## src/rtl/adc_reader_pkg.sv

```systemverilog
// adc_reader_pkg: converter FSM states, timing defaults and BCD helper
// shared by the ADC-side and DAC-side converter blocks.
package adc_reader_pkg;

   typedef enum logic [2:0] {
      ST_GAP,
      ST_START,
      ST_WAIT_EOC,
      ST_READ,
      ST_LATCH
   } conv_state_e;

   localparam int unsigned T_GAP_DEF     = 200;
   localparam int unsigned T_WR_DEF      = 50;
   localparam int unsigned T_RD_DEF      = 30;
   localparam int unsigned T_TIMEOUT_DEF = 1000;

   localparam int CNT_W = 16;

   // One double-dabble step: add 3 to every BCD digit >= 5.
   function automatic logic [11:0] bcd_adj(input logic [11:0] v);
      logic [11:0] r;
      r = v;
      for (int i = 0; i < 3; i++) begin
         if (r[4*i +: 4] >= 4'd5)
            r[4*i +: 4] = r[4*i +: 4] + 4'd3;
      end
      return r;
   endfunction

endpackage

```

## src/rtl/adc_reader_if.sv

```systemverilog
// adc_reader_if: parallel ADC bus (strobes, data, end-of-conversion).
// master = controller driving strobes, slave = ADC device.
interface adc_reader_if;
   logic       cs_n;
   logic       wr_n;
   logic       rd_n;
   logic [7:0] adc_d;
   logic       intr_n;

   modport master (
      output cs_n, wr_n, rd_n,
      input  adc_d, intr_n
   );

   modport slave (
      input  cs_n, wr_n, rd_n,
      output adc_d, intr_n
   );
endinterface

```

## src/rtl/adc_bcd_conv.sv

```systemverilog
// adc_bcd_conv: sequential shift-add-3 binary to 3-digit BCD.
// Ports: clk, rst (async low), start loads din, bcd holds last result.
module adc_bcd_conv
   import adc_reader_pkg::*;
(
   input  logic        clk,
   input  logic        rst,
   input  logic        start,
   input  logic [7:0]  din,
   output logic [11:0] bcd
);

   logic        busy_q, busy_d;
   logic [3:0]  bit_q, bit_d;
   logic [7:0]  bin_q, bin_d;
   logic [11:0] acc_q, acc_d;
   logic [11:0] bcd_q, bcd_d;

   always_comb begin
      busy_d = busy_q;
      bit_d  = bit_q;
      bin_d  = bin_q;
      acc_d  = acc_q;
      bcd_d  = bcd_q;
      if (start) begin
         busy_d = 1'b1;
         bit_d  = 4'd8;
         bin_d  = din;
         acc_d  = '0;
      end else if (busy_q) begin
         acc_d = (bcd_adj(acc_q) << 1) | {11'b0, bin_q[7]};
         bin_d = {bin_q[6:0], 1'b0};
         bit_d = bit_q - 4'd1;
         // bcd output only moves once the full result is ready
         if (bit_q == 4'd1) begin
            busy_d = 1'b0;
            bcd_d  = acc_d;
         end
      end
   end

   always_ff @(posedge clk or negedge rst) begin
      if (!rst) begin
         busy_q <= 1'b0;
         bit_q  <= '0;
         bin_q  <= '0;
         acc_q  <= '0;
         bcd_q  <= '0;
      end else begin
         busy_q <= busy_d;
         bit_q  <= bit_d;
         bin_q  <= bin_d;
         acc_q  <= acc_d;
         bcd_q  <= bcd_d;
      end
   end

   assign bcd = bcd_q;

endmodule

```

## src/rtl/adc_reader.sv

```systemverilog
// adc_reader: drives a WR/RD/INTR parallel ADC, captures samples.
// Ports: clk, rst (async low), en, bus (ADC master), sample/valid/bcd/err/cnt.
module adc_reader
   import adc_reader_pkg::*;
#(
   parameter int unsigned T_GAP     = T_GAP_DEF,
   parameter int unsigned T_WR      = T_WR_DEF,
   parameter int unsigned T_RD      = T_RD_DEF,
   parameter int unsigned T_TIMEOUT = T_TIMEOUT_DEF
) (
   input  logic         clk,
   input  logic         rst,
   input  logic         en,
   adc_reader_if.master bus,
   output logic [7:0]   sample,
   output logic         sample_valid,
   output logic [11:0]  bcd,
   output logic         timeout_err,
   output logic [15:0]  conv_cnt
);

   localparam logic [CNT_W-1:0] GAP_END = CNT_W'(T_GAP - 1);
   localparam logic [CNT_W-1:0] WR_END  = CNT_W'(T_WR - 1);
   localparam logic [CNT_W-1:0] RD_END  = CNT_W'(T_RD - 1);
   localparam logic [CNT_W-1:0] TO_END  = CNT_W'(T_TIMEOUT - 1);

   conv_state_e      state_q, state_d;
   logic [CNT_W-1:0] cnt_q, cnt_d;
   logic [1:0]       sync_q, sync_d;
   logic             cs_n_q, cs_n_d;
   logic             wr_n_q, wr_n_d;
   logic             rd_n_q, rd_n_d;
   logic [7:0]       sample_q, sample_d;
   logic             sv_q, sv_d;
   logic             terr_q, terr_d;
   logic [15:0]      conv_cnt_q, conv_cnt_d;
   logic             intr_s;

   assign sync_d = {sync_q[0], bus.intr_n};
   assign intr_s = sync_q[1];

   always_comb begin
      state_d    = state_q;
      cnt_d      = cnt_q + 1'b1;
      sample_d   = sample_q;
      terr_d     = terr_q;
      conv_cnt_d = conv_cnt_q;
      unique case (state_q)
         ST_GAP: begin
            if (cnt_q == GAP_END) begin
               if (en) begin
                  state_d = ST_START;
                  cnt_d   = '0;
               end else begin
                  // idle: keep cnt parked so en restarts at once
                  cnt_d = cnt_q;
               end
            end
         end
         ST_START: begin
            if (cnt_q == WR_END) begin
               state_d = ST_WAIT_EOC;
               cnt_d   = '0;
            end
         end
         ST_WAIT_EOC: begin
            if (!intr_s) begin
               state_d = ST_READ;
               cnt_d   = '0;
            end else if (cnt_q == TO_END) begin
               state_d = ST_GAP;
               cnt_d   = '0;
               terr_d  = 1'b1;
            end
         end
         ST_READ: begin
            if (cnt_q == RD_END) begin
               state_d    = ST_LATCH;
               cnt_d      = '0;
               sample_d   = bus.adc_d;
               conv_cnt_d = conv_cnt_q + 16'd1;
            end
         end
         ST_LATCH: begin
            state_d = ST_GAP;
            cnt_d   = '0;
         end
         default: begin
            state_d = ST_GAP;
            cnt_d   = '0;
         end
      endcase
      // strobes registered from the next state so they line up with it
      cs_n_d = (state_d == ST_GAP) || (state_d == ST_LATCH);
      wr_n_d = (state_d != ST_START);
      rd_n_d = (state_d != ST_READ);
      sv_d   = (state_d == ST_LATCH);
   end

   always_ff @(posedge clk or negedge rst) begin
      if (!rst) begin
         state_q    <= ST_GAP;
         cnt_q      <= '0;
         sync_q     <= 2'b11;
         cs_n_q     <= 1'b1;
         wr_n_q     <= 1'b1;
         rd_n_q     <= 1'b1;
         sample_q   <= '0;
         sv_q       <= 1'b0;
         terr_q     <= 1'b0;
         conv_cnt_q <= '0;
      end else begin
         state_q    <= state_d;
         cnt_q      <= cnt_d;
         sync_q     <= sync_d;
         cs_n_q     <= cs_n_d;
         wr_n_q     <= wr_n_d;
         rd_n_q     <= rd_n_d;
         sample_q   <= sample_d;
         sv_q       <= sv_d;
         terr_q     <= terr_d;
         conv_cnt_q <= conv_cnt_d;
      end
   end

   adc_bcd_conv u_bcd (
      .clk   (clk),
      .rst   (rst),
      .start (sv_q),
      .din   (sample_q),
      .bcd   (bcd)
   );

   assign bus.cs_n     = cs_n_q;
   assign bus.wr_n     = wr_n_q;
   assign bus.rd_n     = rd_n_q;
   assign sample       = sample_q;
   assign sample_valid = sv_q;
   assign timeout_err  = terr_q;
   assign conv_cnt     = conv_cnt_q;

endmodule

```

## src/flat_wrapper.sv

```systemverilog
// flat-port wrapper written by rule: the top's interface ports become plain ports
module adc_reader_flat import adc_reader_pkg::*;
#(
   parameter int unsigned T_GAP     = T_GAP_DEF,
   parameter int unsigned T_WR      = T_WR_DEF,
   parameter int unsigned T_RD      = T_RD_DEF,
   parameter int unsigned T_TIMEOUT = T_TIMEOUT_DEF
)
  (clk, rst, en, sample, sample_valid, bcd, timeout_err, conv_cnt, bus_cs_n, bus_wr_n, bus_rd_n, bus_adc_d, bus_intr_n);
  adc_reader_if bus_i ();
  input  logic clk;
  input  logic rst;
  input  logic en;
  output logic [7:0] sample;
  output logic sample_valid;
  output logic [11:0] bcd;
  output logic timeout_err;
  output logic [15:0] conv_cnt;
  output wire logic [$bits(bus_i.cs_n)-1:0] bus_cs_n;
  output wire logic [$bits(bus_i.wr_n)-1:0] bus_wr_n;
  output wire logic [$bits(bus_i.rd_n)-1:0] bus_rd_n;
  input wire logic [$bits(bus_i.adc_d)-1:0] bus_adc_d;
  input wire logic [$bits(bus_i.intr_n)-1:0] bus_intr_n;
  assign bus_cs_n = bus_i.cs_n;
  assign bus_wr_n = bus_i.wr_n;
  assign bus_rd_n = bus_i.rd_n;
  assign bus_i.adc_d = bus_adc_d;
  assign bus_i.intr_n = bus_intr_n;
  adc_reader #(.T_GAP(T_GAP), .T_WR(T_WR), .T_RD(T_RD), .T_TIMEOUT(T_TIMEOUT)) u_core (.clk(clk), .rst(rst), .en(en), .bus(bus_i), .sample(sample), .sample_valid(sample_valid), .bcd(bcd), .timeout_err(timeout_err), .conv_cnt(conv_cnt));
endmodule
```

## config.mk

```make
export PLATFORM = sky130hd
export DESIGN_NAME = adc_reader_flat
export DESIGN_NICKNAME = d
export VERILOG_FILES = /design/src/rtl/adc_reader_pkg.sv /design/src/rtl/adc_reader_if.sv /design/src/rtl/adc_bcd_conv.sv /design/src/rtl/adc_reader.sv /design/src/flat_wrapper.sv
export SDC_FILE = /design/constraint.sdc
export NUM_CORES = 1
export LEC_CHECK = 0
export CAP_MARGIN = 30
export CORE_ASPECT_RATIO = 0.75
export CORE_MARGIN = 4
export CORE_UTILIZATION = 45
export CTS_BUF_LIST = sky130_fd_sc_hd__clkbuf_4
export CTS_CLUSTER_DIAMETER = 200
export DETAILED_ROUTE_END_ITERATION = 7
export PLACE_DENSITY = 0.74
export RECOVER_POWER = 100
export REMOVE_ABC_BUFFERS = 1
export SETUP_SLACK_MARGIN = 0.5
export SLEW_MARGIN = 25
export SYNTH_ARGS = -nofsm -noshare
export SYNTH_HDL_FRONTEND = slang
export SYNTH_SLANG_ARGS = --single-unit
```

## constraint.sdc

```tcl
create_clock -name clk -period 4.5 [get_ports clk]
set_input_delay 0.45 -clock clk [delete_from_list [all_inputs] [get_ports clk]]
set_output_delay 0.45 -clock clk [all_outputs]
set_load 0.01 [all_outputs]
```

# ---- Word level (Yosys, flattened, before mapping)
# Cells that the tools add are included.
dict set report word_totals {
  out_inout_bits 41
  register_bits 87
  n_memories 0
  latchBits 0
  mem_bits_ro 0
  mem_bits_rw 0
  in_bits 12
}
dict set report op_classes {
  muxes 32
  n_div 0
  n_lt_le_gt_ge 3
  bitwise 2
  eq_ne 12
  n_addsub 6
  n_mul 0
  reduce_logical 7
  n_shift 0
}
# op n
set ops {}
lappend ops {{16-bit 2-to-1 mux} 6}
lappend ops {{16-bit one-hot mux with 4 select lines} 1}
lappend ops {{16-bit by 1-bit adder with 16-bit output, second input constant} 2}
lappend ops {{4-bit 2-to-1 mux} 8}
lappend ops {{3-bit 2-to-1 mux} 9}
lappend ops {{12-bit 2-to-1 mux} 2}
lappend ops {{16-bit by 10-bit == test with 1-bit output, second input constant} 1}
lappend ops {{16-bit by 5-bit == test with 1-bit output, second input constant} 1}
lappend ops {{16-bit by 6-bit == test with 1-bit output, second input constant} 1}
lappend ops {{16-bit by 8-bit == test with 1-bit output, second input constant} 1}
lappend ops {{8-bit 2-to-1 mux} 2}
lappend ops {{4-bit by 3-bit >= comparator with 1-bit output, second input constant} 3}
lappend ops {{12-bit by 1-bit bitwise OR with 12-bit output} 1}
lappend ops {{3-bit one-hot mux with 4 select lines} 1}
lappend ops {{4-bit by 2-bit adder with 4-bit output, second input constant} 2}
lappend ops {{3-bit by 2-bit == test with 1-bit output, second input constant} 2}
lappend ops {{3-bit zero test} 2}
lappend ops {{3-bit AND reduction} 2}
lappend ops {{4-bit by 1-bit == test with 1-bit output, second input constant} 1}
lappend ops {{4-bit by 1-bit subtractor with 4-bit output, second input constant} 1}
lappend ops {{3-bit by 2-bit adder with 3-bit output, second input constant} 1}
lappend ops {{3-bit by 1-bit == test with 1-bit output, second input constant} 1}
lappend ops {{3-bit == test, second input constant} 1}
lappend ops {{1-bit 2-to-1 mux} 3}
lappend ops {{other kinds (7)} 7}

# ---- Depth between registers and ports, before layout
# Gate-level depths: netlist of the first run.
dict set report depth {
  ltp_word 7
  mapped_depth 8
  depth_no_buf 8
}

# ---- Modules after synthesis
# Synthesis of the first run repeated with hierarchy kept, for this count alone.
dict set report unflattened {
  hier_cells 421
  area_unflattened_um2 4231.6
}
# mod n_inst cells_each seq_area_each_um2 area_each_um2
set by_module_without_submodules {}
lappend by_module_without_submodules {adc_reader 1 232 1257.5 2337.2}
lappend by_module_without_submodules {adc_bcd_conv 1 189 925.9 1894.3}

# ---- Least setup slack after synthesis of the first run
# Ideal clock, no wire load.
dict set report synth_timing {
  path_type {flip-flop to flip-flop}
  startpoint {register u_core.cnt_q[1]}
  endpoint {register u_core.cnt_q[3]}
  path_buffers 0
  setup_ns 0.141
  path_stages_with_launch 8
  setup_slack_ns 2.282
  arrival_ns 2.077
  synth_period_minus_slack_ns 2.218
  cell_sequence {dfrtp_1 inv_1 ha_1 or3b_2 nor4_4 o22ai_1 a211oi_2 o22ai_1}
}
dict set report synth_via {
  elab_chain_cells 4
  elab_cells_between_ends 12
}
# element line_no
set synth_rtl {}
lappend synth_rtl {{start, declared} adc_reader.sv:28} ;# logic [CNT_W-1:0] cnt_q, cnt_d;
lappend synth_rtl {{start signal, assigned} adc_reader.sv:114} ;# cnt_q <= cnt_d;
lappend synth_rtl {{16-bit by 1-bit adder with 16-bit output / 16-bit by 10-bit == test with 1-bit output (equally long branches)} {adc_reader.sv:44, adc_reader.sv:70}}
lappend synth_rtl {{16-bit 2-to-1 mux} adc_reader.sv:70} ;# end else if (cnt_q == TO_END) begin
lappend synth_rtl {{16-bit 2-to-1 mux} adc_reader.sv:67} ;# if (!intr_s) begin
lappend synth_rtl {{16-bit one-hot mux with 4 select lines} adc_reader.sv:48} ;# unique case (state_q)
# Several ways; a longest one is shown, not always the timed one.
# A chain may end at the register's enable or synchronous reset.

# ---- Final worst setup path of the first run
dict set report layout_timing {
  startpoint {register u_core.cnt_q[1]}
  endpoint {register u_core.conv_cnt_q[5] (netlist: u_core.conv_cnt[5])}
}
dict set report layout_via {
  elab_chain_cells 2
}
# element line_no
set layout_rtl {}
lappend layout_rtl {{16-bit by 5-bit == test with 1-bit output} adc_reader.sv:77} ;# if (cnt_q == RD_END) begin
lappend layout_rtl {{2-bit AND reduction (no source line)} -}
lappend layout_rtl {{end signal, assigned} adc_reader.sv:122} ;# conv_cnt_q <= conv_cnt_d;
lappend layout_rtl {{end, declared} adc_reader.sv:36} ;# logic [15:0] conv_cnt_q, conv_cnt_d;
# No other way between the ends.

==> impl_metrics.tcl, run 1 <==
set metrics [dict create \
    status "finished clean" \
    max_slew_margin 0.0893 \
    track_usage 0.159 \
    path_cells "inv_1 -> ha_1 -> or3b_2 -> nor4_1 -> nand3_1 -> or3_1 -> xnor2_1" \
    setup_tns_ns 0 \
    synth_area_mm2 0.00415 \
    setup_viol 0 \
    syn_avg_cell_area_um2 10.6 \
    io_pins 53 \
    dpl.cell_count 545 \
    ys_seq_elements 87 \
    antenna_found_initial 0 \
    cts.sinks 87 \
    maxSlewViolCount 0 \
    critPathKind "flop to flop" \
    holdWs_ns 0.369 \
    p_leak_nw 2.17 \
    fin_crit_sh 0.739 \
    clock_latency_ns 0.44 \
    syn_to_final_growth_pct 17.0 \
    wl_per_cell_um 14.2 \
    dp_slack_ns 1.78 \
    cp-endpoint "u_core.conv_cnt[5]" \
    overflow 0 \
    die_y_um 91.2 \
    fin_util 0.540 \
    cpMaxStageDelayCell "nand3_1" \
    grt_pass1_wl_mm 14.0 \
    worstSetupStartpoint "u_core.cnt_q[1]" \
    grtUsageMet3 0.0535 \
    fin_crit_ns 3.33 \
    synth_top_cells_by_count "82 x dfrtp_1, 38 x nand2_1, 38 x nor2_1" \
    nFillCells 793 \
    end_kind "flop" \
    finalPower_mw 1.25 \
    async_reset_ff_frac 1.00 \
    cts_buffers 9 \
    instances_no_fill 562 \
    final_area_mm2 0.00486 \
    hold_viol_final 0 \
    tritoncts "done" \
    reg2reg_slack_ns 1.17 \
    gp_congestion 0.850 \
    dp_hpwl_mm 5.52 \
    yosysMostFrequentCell "dfrtp_1" \
    synth_edf_count 0 \
    ctsHtreeMaxLevel 3 \
    irDropWorstVdd_mv 0.195 \
    slowest_delay_ns 0.80 \
    dpl_cell_area_mm2 0.00477 \
    tightest_slew_ns 1.37 \
    path_max_fanout 24 \
    cts_buffer_depth 2 \
    synth.area.top_cells "dfrtp_1 49%, mux2_2 4.1%, xnor2_1 3.8%, mux2i_1 3.6%, nand2_1 3.4%" \
    post_cts_resized 0 \
    path_clk_slew_ns 0.13 \
    wl_mm 7.96 \
    initial_core_util 0.461 \
    nNetsFinal 469 \
    power_per_cell_area_mw_per_mm2 257 \
    dr.pass1.iters 4 \
    ys_warn_count 0 \
    syn_inst 392 \
    max_cap_viol_count 0 \
    rsz0062_at_grt "false" \
    skew_ns 0.0200 \
    coreArea_mm2 0.00901 \
    grt_pass1_vias 2944 \
    reg2reg_to "u_core.conv_cnt[5]" \
    cts-root-buf "clkbuf_4" \
    ys.flop_type "dfrtp_1" \
    synth_cell_types 44 \
    ant_nets 0 \
    cp.required_ns 4.84 \
    grt_max_degree 75 \
    fin_ws_ns 1.17 \
    drive_above_1_share 0.0933 \
    drc 0 \
    gr-usage-met2 0.242 \
    num_rows 30 \
    use_met1 0.216 \
    cp.arrival_ns 3.66 \
    cts_setup_buffers 0 \
    r2r_cells 7 \
    hold_path_class "flop to flop" \
    die_area_mm2 0.0108 \
    drtIter0Drc 196 \
    yosysTopAreaCell "dfrtp_1" \
    die_w_um 119 \
    gr-max-usage-layer "met2" \
    vias_per_cell 5.28 \
    yosysTopAreaCellShare 0.494 \
    portBuffers 52 \
    max_freq_mhz 301 \
    rr_startpoint "u_core.cnt_q[1]" \
    yosysSeqAreaShare 0.526 \
    antennaDiodeCount 0 \
    dr_total_vias 2966 \
    crit_path_start_kind "flop" \
]
flip-flops by register name, indices dropped and copies added (netlist names):
| name | count |
|---|---|
| u_core.sample_valid | 1 |
| u_core.sample | 8 |
| u_core.bus.rd_n | 1 |
| u_core.u_bcd.bcd | 12 |
| u_core.cnt_q | 16 |
| u_core.bus.cs_n | 1 |
| u_core.conv_cnt | 16 |
| u_core.u_bcd.acc_q | 12 |
| u_core.state_q | 3 |
| u_core.u_bcd.bit_q | 4 |
| u_core.u_bcd.bin_q | 8 |
| u_core.u_bcd.busy_q | 1 |
| u_core.timeout_err | 1 |
| u_core.bus.wr_n | 1 |
| u_core.sync_q | 2 |
report_power, final:
group / switching, mW / internal (mW)
logic: 0.0203 / 0.0160
registers: 0.00307 / 0.787
clock network: 0.252 / 0.168
cell families (layout without fill, tap and decap cells):
| family | Yosys count | in the layout | share of synthesized area |
|---|---|---|---|
| muxes | 30 | 30 | 0.0768 |
| DFF | 87 | 87 | 0.526 |
| adders and majority gates | 11 | 11 | 0.0331 |
| xor gates and xnor gates | 33 | 33 | 0.0696 |
| and+or+nand+nor | 150 | 150 | 0.193 |
| buffers and inverters | 31 | 89 | 0.0301 |
| AOI/OAI and AO/OA | 50 | 50 | 0.0720 |
area by class of cell:
cell class                      count  area (µm²)  area share
Sequential cell                    87        2180       0.449
Clock buffer                       10        75.1      0.0154
Inverter                           17        63.8      0.0131
Tap cell                          112         140      0.0288
Timing Repair Buffer               57         544       0.112
Multi-Input combinational cell    274        1800       0.371
Clock inverter                      5        50.0      0.0103
metal layers:
metal	vias up	part of all wire
li1	1476	-
met1	1427	0.47
met2	56	0.48
met3	7	0.044
met4	0	0.0080
met5	-	0
worst min path at each step:
stage,end,depth (start not counted),slack [ns],startpoint
after global placement,u_core.u_bcd.bcd[5],1,0.30,rst
after CTS,u_core.u_bcd.bcd[6],2,0.35,rst
after global routing,u_core.sync_q[1],0,0.38,u_core.sync_q[0]
after floorplan,u_core.cnt_q[0],0,0.15,rst
final,u_core.sync_q[1],0,0.37,u_core.sync_q[0]
after detailed placement,u_core.u_bcd.bcd[6],1,0.31,rst
what timing repair did:
item / 4_1_cts / 5_1_grt
hold buffers: 1 / 0
endpoints found under the setup margin: 0 / 0
hold endpoints to repair: 13 / 0
critical path: cells and delay by family (launching register included):
kind          cells  cell delay, ns
simple gates      4            2.39
buf+inv           1            0.09
flops             1            0.45
xor+xnor          1            0.14
fa+ha+maj         1            0.15
layout by cell type (no fill, tap or decap), drive strengths merged, types with 11 or more instances in the layout:
| cell type | Yosys | final |
|---|---|---|
| nand3 | 14 | 14 |
| nor2 | 38 | 38 |
| dfrtp | 82 | 82 |
| nand2 | 38 | 38 |
| o21ai | 22 | 22 |
| ha | 11 | 11 |
| xnor2 | 18 | 18 |
| xor2 | 15 | 15 |
| dlygate4sd3 | 0 | 43 |
| inv | 17 | 17 |
| clkbuf | 12 | 14 |
| mux2i | 15 | 15 |
| a21oi | 14 | 14 |
| mux2 | 15 | 15 |
(Power assumes the default switching activity.)
==> run 2: changes to the inputs <==
- PLACE_DENSITY: 0.74 -> 0.77
- clock period: 4.5 -> 2.95 ns (I/O delays scaled with it)
==> impl_metrics.tcl, run 2 (synthesis gave the netlist of run 1 again) <==
set metrics [dict create \
    die_w_um 119 \
    io_pins 53 \
    cts.sinks 87 \
    fin_crit_ns 2.60 \
    violations "max-capacitance violations, max-slew violations" \
    tritoncts "done" \
    nNetsFinal 480 \
    vias_per_cell 5.40 \
    mostFrequentLayoutCells "81 x dfrtp_1, 42 x dlygate4sd3_1, 38 x nand2_1, 38 x nor2_1, 22 x o21ai_0" \
    finalPower_mw 1.93 \
    drc 0 \
    dr.pass1.iters 4 \
    ctsHtreeMaxLevel 3 \
    drtIter0Drc 230 \
    antenna_found_initial 0 \
    antennaDiodeCount 0 \
    p_leak_nw 2.24 \
    grtUsageMet3 0.0542 \
    gp_congestion 0.830 \
    min_to "u_core.sync_q[1]" \
    die_y_um 91.2 \
    dpl_cell_area_mm2 0.00482 \
    grt_pass1_wl_mm 14.3 \
    wl_per_cell_um 15.0 \
    grt_pass1_vias 3018 \
    final_area_mm2 0.00507 \
    reg2reg_slack_ns 0.35 \
    path_clk_slew_ns 0.13 \
    cp.required_ns 3.29 \
    power_per_cell_area_mw_per_mm2 381 \
    syn_to_final_growth_pct 22.0 \
    clock_latency_ns 0.44 \
    rr_startpoint "u_core.cnt_q[1]" \
    cpMaxStageDelayCell "or3b_1" \
    track_usage 0.163 \
    min-delay-start "u_core.sync_q[0]" \
    setup_viol 0 \
    hold_path_class "flop to flop" \
    max_slew_margin -0.182 \
    cts-root-buf "clkbuf_4" \
    gr-usage-met2 0.245 \
    slowest_delay_ns 0.49 \
    dp_hpwl_mm 5.76 \
    ant_nets 0 \
    path_cells "inv_1 -> ha_1 -> or3b_1 -> nor4_4 -> clkbuf_1 -> nand3_4 -> or3_1 -> xnor2_1" \
    rsz0062_at_grt "false" \
    die_area_mm2 0.0108 \
    overflow 0 \
    max_cap_viol_count 2 \
    grt_max_degree 56 \
    drive_above_1_share 0.137 \
    coreArea_mm2 0.00901 \
    min_path_cells 0 \
    tightest_slew_ns 1.77 \
    setup_tns_ns 0 \
    skew_ns 0.0163 \
    critPathKind "flop to flop" \
    cts_buffer_depth 2 \
    max_freq_mhz 385 \
    reg2reg_to "u_core.conv_cnt[5]" \
    r2r_cells 8 \
    irDropWorstVdd_mv 0.204 \
    crit_family "simple AND/OR/NAND/NOR gates" \
    num_rows 30 \
    layout_commonest_cell "dfrtp_1" \
    fin_ws_ns 0.351 \
    cp.arrival_ns 2.93 \
    end_kind "flop" \
    use_met1 0.221 \
    initial_core_util 0.461 \
    cts_buffers 9 \
    holdWs_ns 0.363 \
    path_max_fanout 9 \
    maxSlewViolCount 64 \
    fin_crit_sh 0.881 \
    wl_mm 8.58 \
    gr-max-usage-layer "met2" \
    cp_num_buf_inv 2 \
    dp_slack_ns 0.390 \
    hold_viol_final 0 \
    crit_path_start_kind "flop" \
    status "complete, but fails checks" \
    dr_total_vias 3094 \
    portBuffers 52 \
]
-- run 2: worst max path at each step --
stage                          startpoint                  end  slack (ns)  cells past startpoint
final                     u_core.cnt_q[1]   u_core.conv_cnt[5]        0.35                      8
after global routing      u_core.cnt_q[1]   u_core.conv_cnt[5]        0.27                      8
after CTS                 u_core.cnt_q[1]  u_core.conv_cnt[11]        0.50                      7
after detailed placement  u_core.cnt_q[1]   u_core.conv_cnt[5]        0.39                      7
after global placement    u_core.cnt_q[1]   u_core.conv_cnt[5]        0.47                      7
after floorplan           u_core.cnt_q[1]   u_core.conv_cnt[5]        0.53                      7
-- run 2: metal layers --
metal	share of wire	wire length [µm]	vias to the layer above
li1	-	-	1478
met1	0.45	3880	1518
met2	0.47	4070	79
met3	0.052	449	19
met4	0.021	180	0
met5	0	0	-
-- run 2: stage by stage --
stage,util,instances
6_report,0.563,573
5_1_grt,0.563,573
4_1_cts,0.554,566
3_5_place_dp,0.535,548
3_3_place_gp,0.532,547
2_1_floorplan,-,378
-- run 2: layout make-up --
cell class / count / area (µm²)
fill: 777 / 3940
multi-input combinational: 275 / 1920
inverter: 17 / 63.8
clock buffer: 11 / 82.6
sequential: 87 / 2180
timing repair buffer: 67 / 631
clock inverter: 4 / 47.5
tap: 112 / 140
-- run 2: worst reg2reg max path, cell delays in order (launching register included) --
cell      delay, ns
dfrtp_1        0.44
inv_1          0.07
ha_1           0.17
or3b_1         0.49
nor4_4         0.28
clkbuf_1       0.31
nand3_4        0.21
or3_1          0.42
xnor2_1        0.13
-- run 2: what timing repair did --
action                     in CTS  in global routing
hold buffers                    1                  0
gates resized for setup         3                 11
pin swaps                       2                  3
setup endpoints to repair      22                 29
hold endpoints to repair       28                  0
gates cloned                    0                  1
setup buffers                   2                  6
-- run 2: power breakdown --
group / total, mW / internal, mW / switching [mW]
Clock: 0.664 / 0.271 / 0.393
Sequential: 1.21 / 1.20 / 0.00508
Combinational: 0.0606 / 0.0279 / 0.0327
